===== config.mk =====
export PLATFORM = sky130hd
export DESIGN_NAME = immgen_pipe
export DESIGN_NICKNAME = d
export VERILOG_FILES = /design/src/rtl/immgen_pipe.sv
export SDC_FILE = /design/constraint.sdc
export NUM_CORES = 1
export LEC_CHECK = 0
export BUFFER_PORTS_ARGS = -buffer_cell sky130_fd_sc_hd__buf_2
export CAP_MARGIN = 20
export CORE_MARGIN = 2
export CORE_UTILIZATION = 25
export CTS_CLUSTER_SIZE = 16
export DETAILED_ROUTE_END_ITERATION = 8
export GPL_TIMING_DRIVEN = 0
export REMOVE_ABC_BUFFERS = 1
export SYNTH_ARGS = -nofsm -noshare
export SYNTH_HDL_FRONTEND = slang
export SYNTH_SLANG_ARGS = --single-unit

===== constraint.sdc =====
create_clock -name Clk -period 2.1 [get_ports Clk]
set_input_delay 0.42 -clock Clk [delete_from_list [all_inputs] [get_ports Clk]]
set_output_delay 0.42 -clock Clk [all_outputs]
set_load 0.005 [all_outputs]

===== src/rtl/immgen_pipe.sv =====
// Pipelined immediate generator: expands an IN_W-bit immediate field to OUT_W bits in one
// of four formats and hands it to execute through a valid/ready interface. A main register
// plus one skid register keep the stream loss-free while in_ready stays a pure flop output.
module immgen_pipe #(
  parameter int unsigned IN_W  = 22,
  parameter int unsigned OUT_W = 32,
  parameter int unsigned SHAMT = 2
) (
  input  logic             Clk,
  input  logic             Rst_n,
  input  logic             flush,
  input  logic             in_valid,
  output logic             in_ready,
  input  logic [IN_W-1:0]  immin,
  input  logic [1:0]       mode,
  output logic             out_valid,
  input  logic             out_ready,
  output logic [OUT_W-1:0] immout
);

  // Number of bits added above the raw field.
  localparam int unsigned PAD = OUT_W - IN_W;

  logic [OUT_W-1:0]        zext;
  logic signed [OUT_W-1:0] left_just;
  logic [OUT_W-1:0]        sext;
  logic [OUT_W-1:0]        scaled;
  logic [OUT_W-1:0]        upper;
  logic [OUT_W-1:0]        fmt;

  logic [OUT_W-1:0] main_q, main_d;
  logic             main_valid_q, main_valid_d;
  logic [OUT_W-1:0] skid_q, skid_d;
  logic             skid_valid_q, skid_valid_d;
  logic             ready_q;

  logic accept;
  logic deliver;

  // Format expansion. Sign extension left-justifies the field and shifts it back
  // arithmetically, which also degenerates cleanly to identity when PAD is 0.
  always_comb begin
    zext      = OUT_W'(immin);
    left_just = $signed(zext << PAD);
    sext      = OUT_W'(left_just >>> PAD);
    scaled    = sext << SHAMT;
    upper     = zext << PAD;
    fmt       = sext;
    unique case (mode)
      2'b00: fmt = sext;
      2'b01: fmt = zext;
      2'b10: fmt = scaled;
      2'b11: fmt = upper;
    endcase
  end

  assign accept    = in_valid && ready_q;
  assign deliver   = main_valid_q && out_ready;
  assign in_ready  = ready_q;
  assign out_valid = main_valid_q;
  assign immout    = main_q;

  // Next-state for the two-entry buffer; flush overrides every handshake.
  always_comb begin
    main_d       = main_q;
    main_valid_d = main_valid_q;
    skid_d       = skid_q;
    skid_valid_d = skid_valid_q;
    if (flush) begin
      main_valid_d = 1'b0;
      skid_valid_d = 1'b0;
    end else if (!main_valid_q) begin
      // Skid is never occupied while main is empty.
      if (accept) begin
        main_d       = fmt;
        main_valid_d = 1'b1;
      end
    end else if (deliver) begin
      if (skid_valid_q) begin
        // in_ready is low here, so no accept can collide with the skid move.
        main_d       = skid_q;
        skid_valid_d = 1'b0;
      end else if (accept) begin
        main_d = fmt;
      end else begin
        main_valid_d = 1'b0;
      end
    end else if (accept) begin
      skid_d       = fmt;
      skid_valid_d = 1'b1;
    end
  end

  // State registers; in_ready is registered as the complement of the next skid occupancy.
  always_ff @(posedge Clk or negedge Rst_n) begin
    if (!Rst_n) begin
      main_q       <= '0;
      main_valid_q <= 1'b0;
      skid_q       <= '0;
      skid_valid_q <= 1'b0;
      ready_q      <= 1'b1;
    end else begin
      main_q       <= main_d;
      main_valid_q <= main_valid_d;
      skid_q       <= skid_d;
      skid_valid_q <= skid_valid_d;
      ready_q      <= !skid_valid_d;
    end
  end

endmodule


Word-level counts from Yosys, hierarchy flattened
Cells that the tools add are included.

word-level totals
  output and inout port bits = 34
  bits of input ports = 29
  register bits = 67

operators by class
  reduce and logical (&&, ||, !) cells = 6
  equality and inequality tests = 4
  mux-type cells = 14
  bitwise operators = 2

operators by type and width
  kind                number
  $mux 32             4
  $pmux 32 s4         1
  $mux 1              9
  $eq 2x2->1 const B  2
  $reduce_and 4->1    1
  $eq 2x1->1 const B  1
  $logic_and 1x1->1   2
  $logic_not 2->1     1
  $ne 2x1->1 const B  1
  $not 1->1           2
  $reduce_and 2->1    1
  $logic_not 1->1     1

Longest topological paths before layout
  depth in word-level cells = 6
  depth in mapped cells = 6

Worst setup path after synthesis
No wires, ideal clock.

  path kind = reg-to-reg
  start point = register ready_q (netlist: in_ready)
  end point = register skid_q[13]
  setup time = 0.125 ns
  stages on the path, launching flop included = 6
  data arrival time = 1.458 ns
  data required time = 1.975 ns
  period minus slack after synthesis = 1.583 ns
  path slack = 0.517 ns
  buffers on the path = 2
  path through = dfstp_2 nand3b_1 buf_4 nor2_4 buf_4 mux2_2

on the way
  word-level cells in the longest chain between the ends = 2

RTL lines
  what                               RTL line  RTL
  start: declaration                 35        logic ready_q;
  start signal: assignment           107       ready_q <= !skid_valid_d;
  $logic_and 1x1->1                  57        assign accept = in_valid && ready_q;
  $reduce_and 4->1 (no source line)  --
  end signal: assignment             105       skid_q <= skid_d;
  end: declaration                   33        logic [OUT_W-1:0] skid_q, skid_d;

No other way between the ends.
A chain may end at the register's enable or synchronous reset.

Worst setup path in the final report
  start point = register main_valid_q (netlist: out_valid)
  end point = register main_q[18] (netlist: immout[18])

on the way
  word-level cells in the longest chain between the ends = 3
  elaborated cells on any way between the ends = 4
  those cells by class = eq/ne: 1; mux: 1; reduce/logical: 2

RTL lines
  what                               RTL line  RTL
  start: declaration                 32        logic main_valid_q, main_valid_d;
  start signal: assignment           104       main_valid_q <= main_valid_d;
  $logic_and 1x1->1                  58        assign deliver = main_valid_q && out_ready;
  $ne 2x1->1 (no source line)        --
  $reduce_and 2->1 (no source line)  --
  end signal: assignment             103       main_q <= main_d;
  end: declaration                   31        logic [OUT_W-1:0] main_q, main_d;

Several ways; a longest one is shown, not always the timed one.

==> impl_results.md <==
* Outcome: complete, no violations
* Reg2Reg Depth at 3
* Final hold viol count at 0
* Post-Route Hold Slack at roughly 200 ps
* Largest fanout on the critical path at 30
* Overall Power at roughly 3.9 mW
* Highest clock rate at ~510 MHz
* Max-cap check violation count at 0
* Number of unique standard cell types used by synthesis at 37
* Setup CP Type: reg -> reg
* Arrival time at the worst endpoint at 2180 ps
* Share of post-route cells with drive strength above 1 at roughly 28%
* Maximum clock insertion buffer count at 2
* Clock tree from TritonCTS: done
* Top Ports at 63
* Cell with the largest stage delay on the worst path: dfrtp_1
* Avg Inst Size Synth at 10.57 sq um
* Number of nets with antenna violations after routing at 0
* Row cnt at 42
* Full die area at 14250 sq um
* Hold buffer count at CTS at 0
* Setup WS post-layout at 126.4 ps
* Launch point of the worst path: out_valid
* Total CTS buffers at 9
* Setup-failing EPs final at 0
* Antenna violations before repair at 0
* Delay-heaviest family, CP: simple AND/OR/NAND/NOR gates
* IO buf count at 62
* Register-to-register setup slack at 130 ps
* Layout Skew at between 3 and 4 ps
* Chip Width at about 120 um
* Chip Height at ~120 um
* Number of warning messages in the yosys log at 0
* Routed length per placed instance at 15.93 um
* Number of global-route vias before repair at 2599
* Share of the cycle needed by the critical path after routing at a little over nine tenths
* Pin count of the biggest net entering global routing at approximately 70
* Final Max Tran Viols at 0
* Startpoint type of the worst setup path: flip-flop
* RSZ-0062 raised after global routing: no
* WP data required at around 2300 ps
* Buf+Inv Stages, Crit Path at 0
* CP Cell Sequence: nand2b_4 -> nand3_4 -> a221o_1
* Clk_lat worst skew at between 300 and 400 ps
* Proportion of synthesized chip area in sequential cells at roughly 50%
* Average via count per standard cell at approximately 4.7
* Number of fillers in the final layout at 1382
* Number of violations reported at the end of detailed-routing iteration 0 at 132
* GRT Total Usage at 12.99%
* Summed instance area of the synthesized netlist at 3328 sq um
* Sum of overflow across all layers after global routing at 0
* Slew at the pin with the worst max-slew slack at ~850 ps
* Number of gates on the worst path with buffers counted at 3
* Clock period minus final worst setup slack at roughly 2000 ps
* CTS Sinks at 67
* Layout overhead on the synthesized area at 22.67%
* Worst supply voltage drop on vdd at 0.3175 mV
* Clock-pin slew on the worst setup and hold paths at approximately 50 ps
* HP Class: in -> async
* Core area at between 10000 and 15000 sq um
* Count of vias placed by the detailed router at about 2600
* Starting density of the core at approximately 25%
* Power Dens Cells at roughly 940 nW/um^2
* Crit path largest cell delay at 610 ps
* GPL Wtd Cong at 0.7920
* Capturing point of the worst reg2reg path: immout[18]
* Kind of capture point of the worst setup path: flip-flop
* H-tree levels at 3
* CTS root buffer: clkbuf_16
* Wire length of the first global-routing pass at ~14000 um
* Flops & latches, synth at 67
* Static leakage at 1.868 nW
* Antenna diode count at 0
* End point of the critical path: immout[18]
* Post-placement worst setup slack at -413.5 ps
* Net count reported at finish at 399
* Utilization of the core after routing at a little under a third
* Start of the worst register-to-register path: out_valid
* Routed WL at between 8000 and 9000 um
* Estimated wirelength of the detail-placed design at roughly 5800 um
* Mapped Cells at about 320
* Residual DRC at 0
* Iteration count of the initial detailed-routing pass at 4
* Slew HR at ~43%
[power by group]
part,leakage (nW),internal [mW],switching [mW]
logic,0.920,0.367,0.367
registers,0.818,1.58,0.148
clock network,0.130,0.865,0.523
total,1.87,2.81,1.04
[layout make-up]
class	count	area (sq um)	area share [%]
Clock buffer	15	267.8	6.558
Clock inverter	1	7.507	0.1839
Inverter	19	71.32	1.747
Multi-Input combinational cell	205	1443	35.34
Sequential cell	67	1678	41.10
Tap cell	176	220.2	5.394
Timing Repair Buffer	68	395.4	9.684
[routing by layer]
layer | track usage (%) | routed length, um
met5 | 0 | 0
met4 | 5.662 | 210
met1 | 15.26 | 3789
met2 | 21.34 | 4293
met3 | 4.741 | 484
[per-stage QoR]
step           std cells  setup TNS (ps)  cell area [sq um]
2_1_floorplan        289               0               3161
3_3_place_gp         527          -26900               3691
6_report             551               0               4083
4_1_cts              550               0               4075
5_1_grt              551               0               4083
3_5_place_dp         527          -16660               3701
[Yosys cell counts]
cell      instances  area, sq um
clkbuf_2          2        10.01
a221oi_1         14        122.6
nand4b_1          1        8.760
a22o_4            1        17.52
nand2b_1          1        6.260
mux2_4            2        30.03
a31oi_1           3        18.77
o41ai_1           1        8.760
buf_6             7        78.83
a21oi_1          31        155.2
buf_1             1        3.750
buf_4             2        15.01
dfrtp_1          66         1652
nand3b_1          3        22.52
mux2_2           15        168.9
nand3_1           1        5.000
o31ai_1           3        22.52
a221oi_2          2        30.03
mux2i_1          12        120.1
a221o_1          13        130.1
inv_1            19        71.32
nor2_1           28        105.1
dfstp_2           1        26.28
and2_1           16        100.1
buf_2             6        30.03
nor2_4            1        11.26
and4b_1           1        10.01
nor2b_1          13        81.33
or2_1             1        6.260
clkbuf_1          8        30.03
a22o_1            1        8.760
a21oi_2           1        8.760
nand2b_4          1        13.76
a211o_1           1        8.760
nand2_1           2        7.510
o21ai_0          33        165.2
nand3_4           1        17.52
[what timing repair did]
item / 4_1_cts / 5_1_grt
cloned: 2 / 0
resized for setup: 1 / 0
pin swaps: 2 / 1
buffers inserted: 5 / 1
setup endpoints to repair: 61 / 8
[cells in the final DEF, fill, tap and decap left out, types with 2 or more instances in the layout]
cell type / n
dfrtp_1: 66
buf_2: 61
o21ai_0: 33
a21oi_1: 31
nor2_1: 28
inv_1: 19
and2_1: 16
mux2_2: 15
a221oi_1: 14
nor2b_1: 13
a221o_1: 13
mux2i_1: 12
clkbuf_16: 9
nand3b_1: 4
clkbuf_1: 4
buf_4: 4
a31oi_1: 3
o31ai_1: 3
buf_12: 3
nand2_1: 2
a21oi_4: 2
a221oi_2: 2
mux2_4: 2
clkbuf_8: 2
[worst reg2reg max path, cell delays in order (launching register included)]
cell      delay (ps)
dfrtp_1          610
nand2b_4         350
nand3_4          400
a221o_1          500
[cell families after synthesis]
logic type             count (synthesis)  share of synthesized area (%)
DFF                                   67                          50.41
and+or+nand+nor                       70                          11.88
muxes                                 29                          9.587
buffers and inverters                 45                          7.180
AOI/OAI and AO/OA                    104                          20.94
[flip-flops by register name (all words and copies together) (netlist names)]
register and cells:
out_valid 1, in_ready 1, skid_q 32, skid_valid_q 1, immout 32
[how the worst min path moves through the flow]
| stage | to | slack, ps | depth (start not counted) | from |
|---|---|---|---|---|
| final | skid_q[11] | 200 | 1 | Rst_n |
| after global routing | immout[1] | 260 | 1 | Rst_n |
| after CTS | skid_q[11] | 240 | 1 | Rst_n |
| after detailed placement | skid_q[20] | 490 | 1 | skid_q[20] |
| after global placement | skid_q[22] | 480 | 1 | skid_q[22] |
| after floorplan | immout[0] | 120 | 0 | Rst_n |
Power figures use the tool's default switching activity.
